### config.mk
export PLATFORM = sky130hd
export DESIGN_NAME = pwm_capture
export DESIGN_NICKNAME = d
export VERILOG_FILES = /design/src/rtl/pwm_pkg.sv /design/src/rtl/sync_edge_det.sv /design/src/rtl/pwm_capture.sv
export SDC_FILE = /design/constraint.sdc
export NUM_CORES = 1
export LEC_CHECK = 0
export BUFFER_PORTS_ARGS = -buffer_cell sky130_fd_sc_hd__buf_2
export CORE_AREA = 2 2 98 100
export DETAILED_ROUTE_END_ITERATION = 8
export DIE_AREA = 0 0 100 102
export PLACE_DENSITY_LB_ADDON = 0.15
export SLEW_MARGIN = 20
export SYNTH_ARGS = -nofsm -noshare
export SYNTH_HDL_FRONTEND = slang
export SYNTH_HIERARCHICAL = 1
export SYNTH_SLANG_ARGS = --single-unit
### constraint.sdc
create_clock -name clk -period 4.3 [get_ports clk]
set_input_delay 0.43 -clock clk [delete_from_list [all_inputs] [get_ports clk]]
set_output_delay 0.43 -clock clk [all_outputs]
set_load 0.02 [all_outputs]
### src/rtl/pwm_pkg.sv
// Shared definitions for the PWM generator/capture pair: default counter width
// and the capture FSM state encoding.
package pwm_pkg;

    localparam int CNT_W_DEFAULT = 16;

    typedef logic [1:0] cap_state_t;

    localparam cap_state_t ST_SEEK = 2'd0;
    localparam cap_state_t ST_HIGH = 2'd1;
    localparam cap_state_t ST_LOW  = 2'd2;

endpackage

### src/rtl/sync_edge_det.sv
// Synchronizer chain plus one history flop; flags single-cycle rise/fall
// pulses of an asynchronous input with a fixed latency.
module sync_edge_det #(
    parameter int STAGES = 2
) (
    input  logic clk,
    input  logic rst,
    input  logic d,
    output logic rise,
    output logic fall,
    output logic q
);

    logic [STAGES-1:0] sync_q;
    logic              hist_q;

    // NOTE: sequential state uses non-blocking assignments so every flop
    // samples the pre-edge value of its neighbour, forming a true shift chain.
    always_ff @(posedge clk or negedge rst) begin
        if (!rst) begin
            sync_q <= '0;
            hist_q <= 1'b0;
        end else begin
            sync_q <= {sync_q[STAGES-2:0], d};
            hist_q <= sync_q[STAGES-1];
        end
    end

    assign q    = sync_q[STAGES-1];
    assign rise = q & ~hist_q;
    assign fall = ~q & hist_q;

endmodule

### src/rtl/pwm_capture.sv
// Measures high time and rise-to-rise period of an asynchronous PWM input in
// clk cycles; publishes each complete period with a one-cycle valid strobe.
module pwm_capture
    import pwm_pkg::*;
#(
    parameter int CNT_W       = CNT_W_DEFAULT,
    parameter int SYNC_STAGES = 2
) (
    input  logic             clk,
    input  logic             rst,
    input  logic             pwm_in,
    output logic [CNT_W-1:0] high_cnt,
    output logic [CNT_W-1:0] period_cnt,
    output logic             meas_valid,
    output logic             stalled
);

    localparam logic [CNT_W-1:0] CNT_MAX = '1;
    localparam logic [CNT_W-1:0] CNT_ONE = CNT_W'(1);

    logic rise, fall, pwm_sync_unused;

    cap_state_t       state_q, state_d;
    logic [CNT_W-1:0] cnt_q, cnt_d;
    logic [CNT_W-1:0] hi_lat_q, hi_lat_d;
    logic [CNT_W-1:0] high_q, high_d;
    logic [CNT_W-1:0] period_q, period_d;
    logic             valid_q, valid_d;
    logic             stalled_q, stalled_d;

    sync_edge_det #(.STAGES(SYNC_STAGES)) u_sync (
        .clk  (clk),
        .rst  (rst),
        .d    (pwm_in),
        .rise (rise),
        .fall (fall),
        .q    (pwm_sync_unused)
    );

    // NOTE: every next-state signal is given a default before the case, so no
    // path leaves it unassigned and no latch is inferred.
    always_comb begin
        state_d   = state_q;
        cnt_d     = cnt_q;
        hi_lat_d  = hi_lat_q;
        high_d    = high_q;
        period_d  = period_q;
        valid_d   = 1'b0;
        stalled_d = stalled_q;

        unique case (state_q)
            ST_SEEK: begin
                if (rise) begin
                    cnt_d   = CNT_ONE;
                    state_d = ST_HIGH;
                end
            end
            ST_HIGH: begin
                if (cnt_q == CNT_MAX) begin
                    stalled_d = 1'b1;
                    cnt_d     = '0;
                    state_d   = ST_SEEK;
                end else begin
                    cnt_d = cnt_q + CNT_ONE;
                    if (fall) begin
                        hi_lat_d = cnt_q;
                        state_d  = ST_LOW;
                    end
                end
            end
            ST_LOW: begin
                // Saturation wins over a coincident rise so the counter never wraps.
                if (cnt_q == CNT_MAX) begin
                    stalled_d = 1'b1;
                    cnt_d     = '0;
                    state_d   = ST_SEEK;
                end else if (rise) begin
                    period_d  = cnt_q;
                    high_d    = hi_lat_q;
                    valid_d   = 1'b1;
                    stalled_d = 1'b0;
                    cnt_d     = CNT_ONE;
                    state_d   = ST_HIGH;
                end else begin
                    cnt_d = cnt_q + CNT_ONE;
                end
            end
            default: begin
                cnt_d   = '0;
                state_d = ST_SEEK;
            end
        endcase
    end

    always_ff @(posedge clk or negedge rst) begin
        if (!rst) begin
            state_q   <= ST_SEEK;
            cnt_q     <= '0;
            hi_lat_q  <= '0;
            high_q    <= '0;
            period_q  <= '0;
            valid_q   <= 1'b0;
            stalled_q <= 1'b0;
        end else begin
            state_q   <= state_d;
            cnt_q     <= cnt_d;
            hi_lat_q  <= hi_lat_d;
            high_q    <= high_d;
            period_q  <= period_d;
            valid_q   <= valid_d;
            stalled_q <= stalled_d;
        end
    end

    assign high_cnt   = high_q;
    assign period_cnt = period_q;
    assign meas_valid = valid_q;
    assign stalled    = stalled_q;

endmodule

---- Word level (Yosys, flattened, before mapping) ----
Index checks and enable logic that the tools add are counted.
Widths: inputs -> output; s select.
storage, ports and cells
  input port bits ......................... 3
  bits in registers ....................... 71
  word-level logic and storage cells ...... 44
cells by class
  reductions and logical operators ........ 5
  add/sub/neg operators ................... 1
  eq/ne operators ......................... 7
  bitwise logic cells ..................... 5
  muxes and demuxes ....................... 17
operators by type and width
  kind                   number
  $mux 16                4
  $pmux 16 s3            1
  $add 16x1->16 const B  1
  $eq 16x16->1 const B   1
  $reduce_and 3->1       3
  $mux 2                 4
  $mux 1                 6
  $ne 3x3->1 const B     2
  $pmux 2 s3             1
  $ne 2x2->1 const B     2
  $not 1->1              3
  $and 1x1->1            2
  $eq 2x1->1 const B     1
  $eq 2x2->1 const B     1
  $logic_not 2->1        1
  $pmux 1 s2             1
  $reduce_bool 2->1      1

---- Longest topological paths before layout ----
  depth after elaboration ................. 5
  mapped depth ............................ 6

---- Modules after synthesis ----
Netlist, hierarchy kept.
by module, submodules not included
  module         cells an instance  seq. area each (um^2)  instances  area each (um^2)
  pwm_capture    217                1701.6                 1          3040.4
  sync_edge_det  5                  75.1                   1          90.1

---- Worst setup path after synthesis ----
No wires, ideal clock.
  path kind ............................... register to register
  start point ............................. register cnt_q[0]
  end point ............................... register high_q[11] (netlist: high_cnt[11])
  period minus slack after synthesis ...... 2.077 ns
  buffers on the path ..................... 1
  setup time .............................. 0.125 ns
  slack ................................... 2.223 ns
  stages on the path, launching flop included .. 7
  arrival ................................. 1.952 ns
  cells stage by stage .................... dfrtp_1 ha_1 nand4_1 nor4_4 nor3b_4 buf_6 mux2_4
between the ends
  word-level cells in the longest chain between the ends .. 3
ends and longest elaborated chain
  item                        line                text
  start: declaration          pwm_capture.sv:24   logic [CNT_W-1:0] cnt_q, cnt_d;
  start signal: assignment    pwm_capture.sv:106  cnt_q <= cnt_d;
  $eq 16x16->1                pwm_capture.sv:73   if (cnt_q == CNT_MAX) begin
  $not 1->1 (no line)         -
  $reduce_and 3->1 (no line)  -
  end signal: assignment      pwm_capture.sv:108  high_q <= high_d;
  end: declaration            pwm_capture.sv:26   logic [CNT_W-1:0] high_q, high_d;
Every way passes these cells.
A chain may end at the register's enable or synchronous reset.

---- Worst setup path after layout ----
  start point ............................. register cnt_q[1]
  end point ............................... register period_q[7] (netlist: period_cnt[7])
between the ends
  word-level cells in the longest chain between the ends .. 3
ends and longest elaborated chain
  item                        line                text
  $eq 16x16->1                pwm_capture.sv:73
  $not 1->1 (no line)         -
  $reduce_and 3->1 (no line)  -
  end signal: assignment      pwm_capture.sv:109  period_q <= period_d;
  end: declaration            pwm_capture.sv:27   logic [CNT_W-1:0] period_q, period_d;
Every way passes these cells.

==> results.cfg <==
[status]
status = finished, final reports clean

[timing]
tightest_slew_ns = 1.07
rsz0062_at_grt = no
fin_tns_setup_ns = 0
setup_viol = 0
period_share_pct = 55.4
hold_viol = 0
max_freq_ghz = 0.420
slew_violations = 0
slew_headroom_pct = 27.9
setup_slack_ns = 1.92
min_period_ns = 2.38
finClkSkew_ns = 0.00972
hold-worst-slack_ns = 0.187

[clock_tree]
cts.reportedPaths.clkPinSlew_ns = 0.08
clk_path_buf_depth = 2
cts_tree = done
htreeDepth = 3
postCtsSetupRepairBufs = 0
cts_sinks = 71
cts_root_buf = clkbuf_8
cts_made_buffers = 9
clock_latency_ns = 0.34
cts_hold_buf = 0
post_cts_resize_count = 0

[worst_setup_path]
critPathKind = reg2reg
critPathRequiredTime_ns = 4.52
max_stage_delay_ns = 0.65
crit_fanout = 16
crit_path_start_kind = flop
cp.arrival_ns = 2.61
cp-end-kind = flop
critPathSlowestCell = nor4_4
crit_family = simple AND/OR/NAND/NOR gates
path_cells = ha_1 -> nand4_1 -> nor4_4 -> nor3b_4 -> buf_4 -> mux2_4
cp_num_buf_inv = 1

[route]
vias = 1857
antenna_left = 0
vias_per_cell = 4.94
wl_per_cell_um = 15.6
firstDrtPassIters = 4
wirelength_mm = 5.86
drt_iter0_markers = 68
drc = 0

[floorplan]
design.core.area_um2 = 9110
io_pins = 37
core.rowCount = 35
start_util_pct = 34.4
fp.dieH_um = 102
die_area_um2 = 10200
fp.dieW_um = 100

[placement]
hpwl_mm = 3.82
placed_cell_area_um2 = 3390
place_ws_ns = 1.91
portBuffers = 36
gp_congestion = 0.773
dp_cells = 361

[yosys]
ys_ff_latch = 71
synthesis.area_um2 = 3130
synth_common_cells = dfrtp_1, mux2_4, mux2_2
synth.avg_cell_area_um2 = 14.1
yosys-top-cells-area = dfrtp_1, mux2_4, mux2_2
postSynthCellCount = 222
synth_largest_area_cell = dfrtp_1
synth-seq-area-share_pct = 56.8
synth_top_flop_cell = dfrtp_1
yosysUniqueCellTypes = 46
syn_nets = 226
ys_warn_count = 6
ys_async_sr_fraction_pct = 100
synth_top_area_share_pct = 56.8
synth_edf_count = 0
synth_most_common_cell = dfrtp_1

[finish]
fill_cells = 904
utilization_pct = 39.0
drive_above_1_share_pct = 42.6
multi_input_area_um2 = 1260
area_growth_pct = 13.4
ff_latch_area_um2 = 1780
stdcell_count = 376
fin_area_um2 = 3550
final_net_count = 265
diodes = 0

[pwr]
power.leakage_nw = 1.74
power.total_mw = 1.54
peakVddDrop_v = 0.000210
power_density_nw_per_um2 = 434

[grt]
grt_max_degree = 72
antenna_found_initial = 0
grtUsageTotal_pct = 12.4
grt_pass1_vias = 1865
globalRouteOverflowTotal = 0
grt_pass1_wl_mm = 9.69

[job]
drv_cap = 0

[worst_hold_path]
hp-class = in2async
-- final timing paths --
path / endpoint / slack (ns) / cells past startpoint / start
max: period_cnt[7] / 1.92 / 6 / cnt_q[1]
min: high_cnt[9] / 0.19 / 1 / rst
max reg2reg: period_cnt[7] / 1.92 / 6 / cnt_q[1]
min reg2reg: u_sync/sync_q[1] / 0.36 / 0 / u_sync/sync_q[0]
max in group asynchronous: cnt_q[7] / 3.48 / 1 / rst
min in group clk: u_sync/sync_q[0] / 0.19 / 1 / pwm_in
-- cells in the final DEF (no fill, tap or decap), types with 2 or more instances in the layout --
cell type,n
xor2_1,2
buf_4,3
o21ai_0,7
nand2_1,4
inv_1,3
nor3_1,4
mux2_2,16
clkinv_2,3
a22o_1,3
xnor2_1,6
buf_2,35
a21oi_1,6
nand4_1,5
nor2b_1,2
nand3_1,7
mux2_4,32
o31ai_1,2
nor2_1,10
nor4_1,3
clkbuf_8,10
dfrtp_1,71
or3_1,3
or2_2,2
nand2b_1,2
-- worst register-to-register path, delay by kind of cell (launching register included) --
| family | cells | cell delay [ns] |
|---|---|---|
| adder cells (fa/ha/maj) | 1 | 0.27 |
| AND/OR/NAND/NOR | 3 | 0.93 |
| flip-flops | 1 | 0.48 |
| buffers and inverters | 1 | 0.26 |
| multiplexers | 1 | 0.33 |
-- power breakdown --
group / switching (mW) / leakage, nW / total, mW / internal (mW)
logic: 0.162 / 0.686 / 0.288 / 0.127
registers: 0.0641 / 0.970 / 0.791 / 0.727
clock network: 0.242 / 0.0850 / 0.461 / 0.219
-- per-layer routing --
metal / global-route usage, % / up-vias / wire length [µm]
met1: 17.1 / 936 / 3010
met5: 0 / - / 0
met3: 4.31 / 8 / 208
met4: 3.48 / 0 / 93
li1: - / 874 / -
met2: 18.6 / 39 / 2560
-- layout make-up --
type,count,area share [%]
Clock buffer,11,3.98
Sequential cell,71,50.0
Tap cell,111,3.91
Timing Repair Buffer,38,5.57
Clock inverter,4,0.634
Multi-Input combinational cell,138,35.6
Inverter,3,0.317
-- kinds of logic after synthesis --
group                    after synthesis  synth area share, %
flip-flops                            71                 56.8
AND/OR/NAND/NOR                       57                 11.7
multiplexers                          48                 21.1
AO/OA/AOI/OAI                         24                 4.88
buffers and inverters                 13                 2.92
XOR/XNOR                               8                 2.24
adder cells (fa/ha/maj)                1                0.400
-- sequential cells by signal, indices dropped and copies added, names as in the netlist --
| name | flops |
|---|---|
| u_sync/hist_q | 1 |
| stalled | 1 |
| cnt_q | 16 |
| state_q | 2 |
| u_sync/sync_q | 2 |
| meas_valid | 1 |
| high_cnt | 16 |
| period_cnt | 16 |
| hi_lat_q | 16 |
Note: power is estimated with default switching activity, not from simulation.
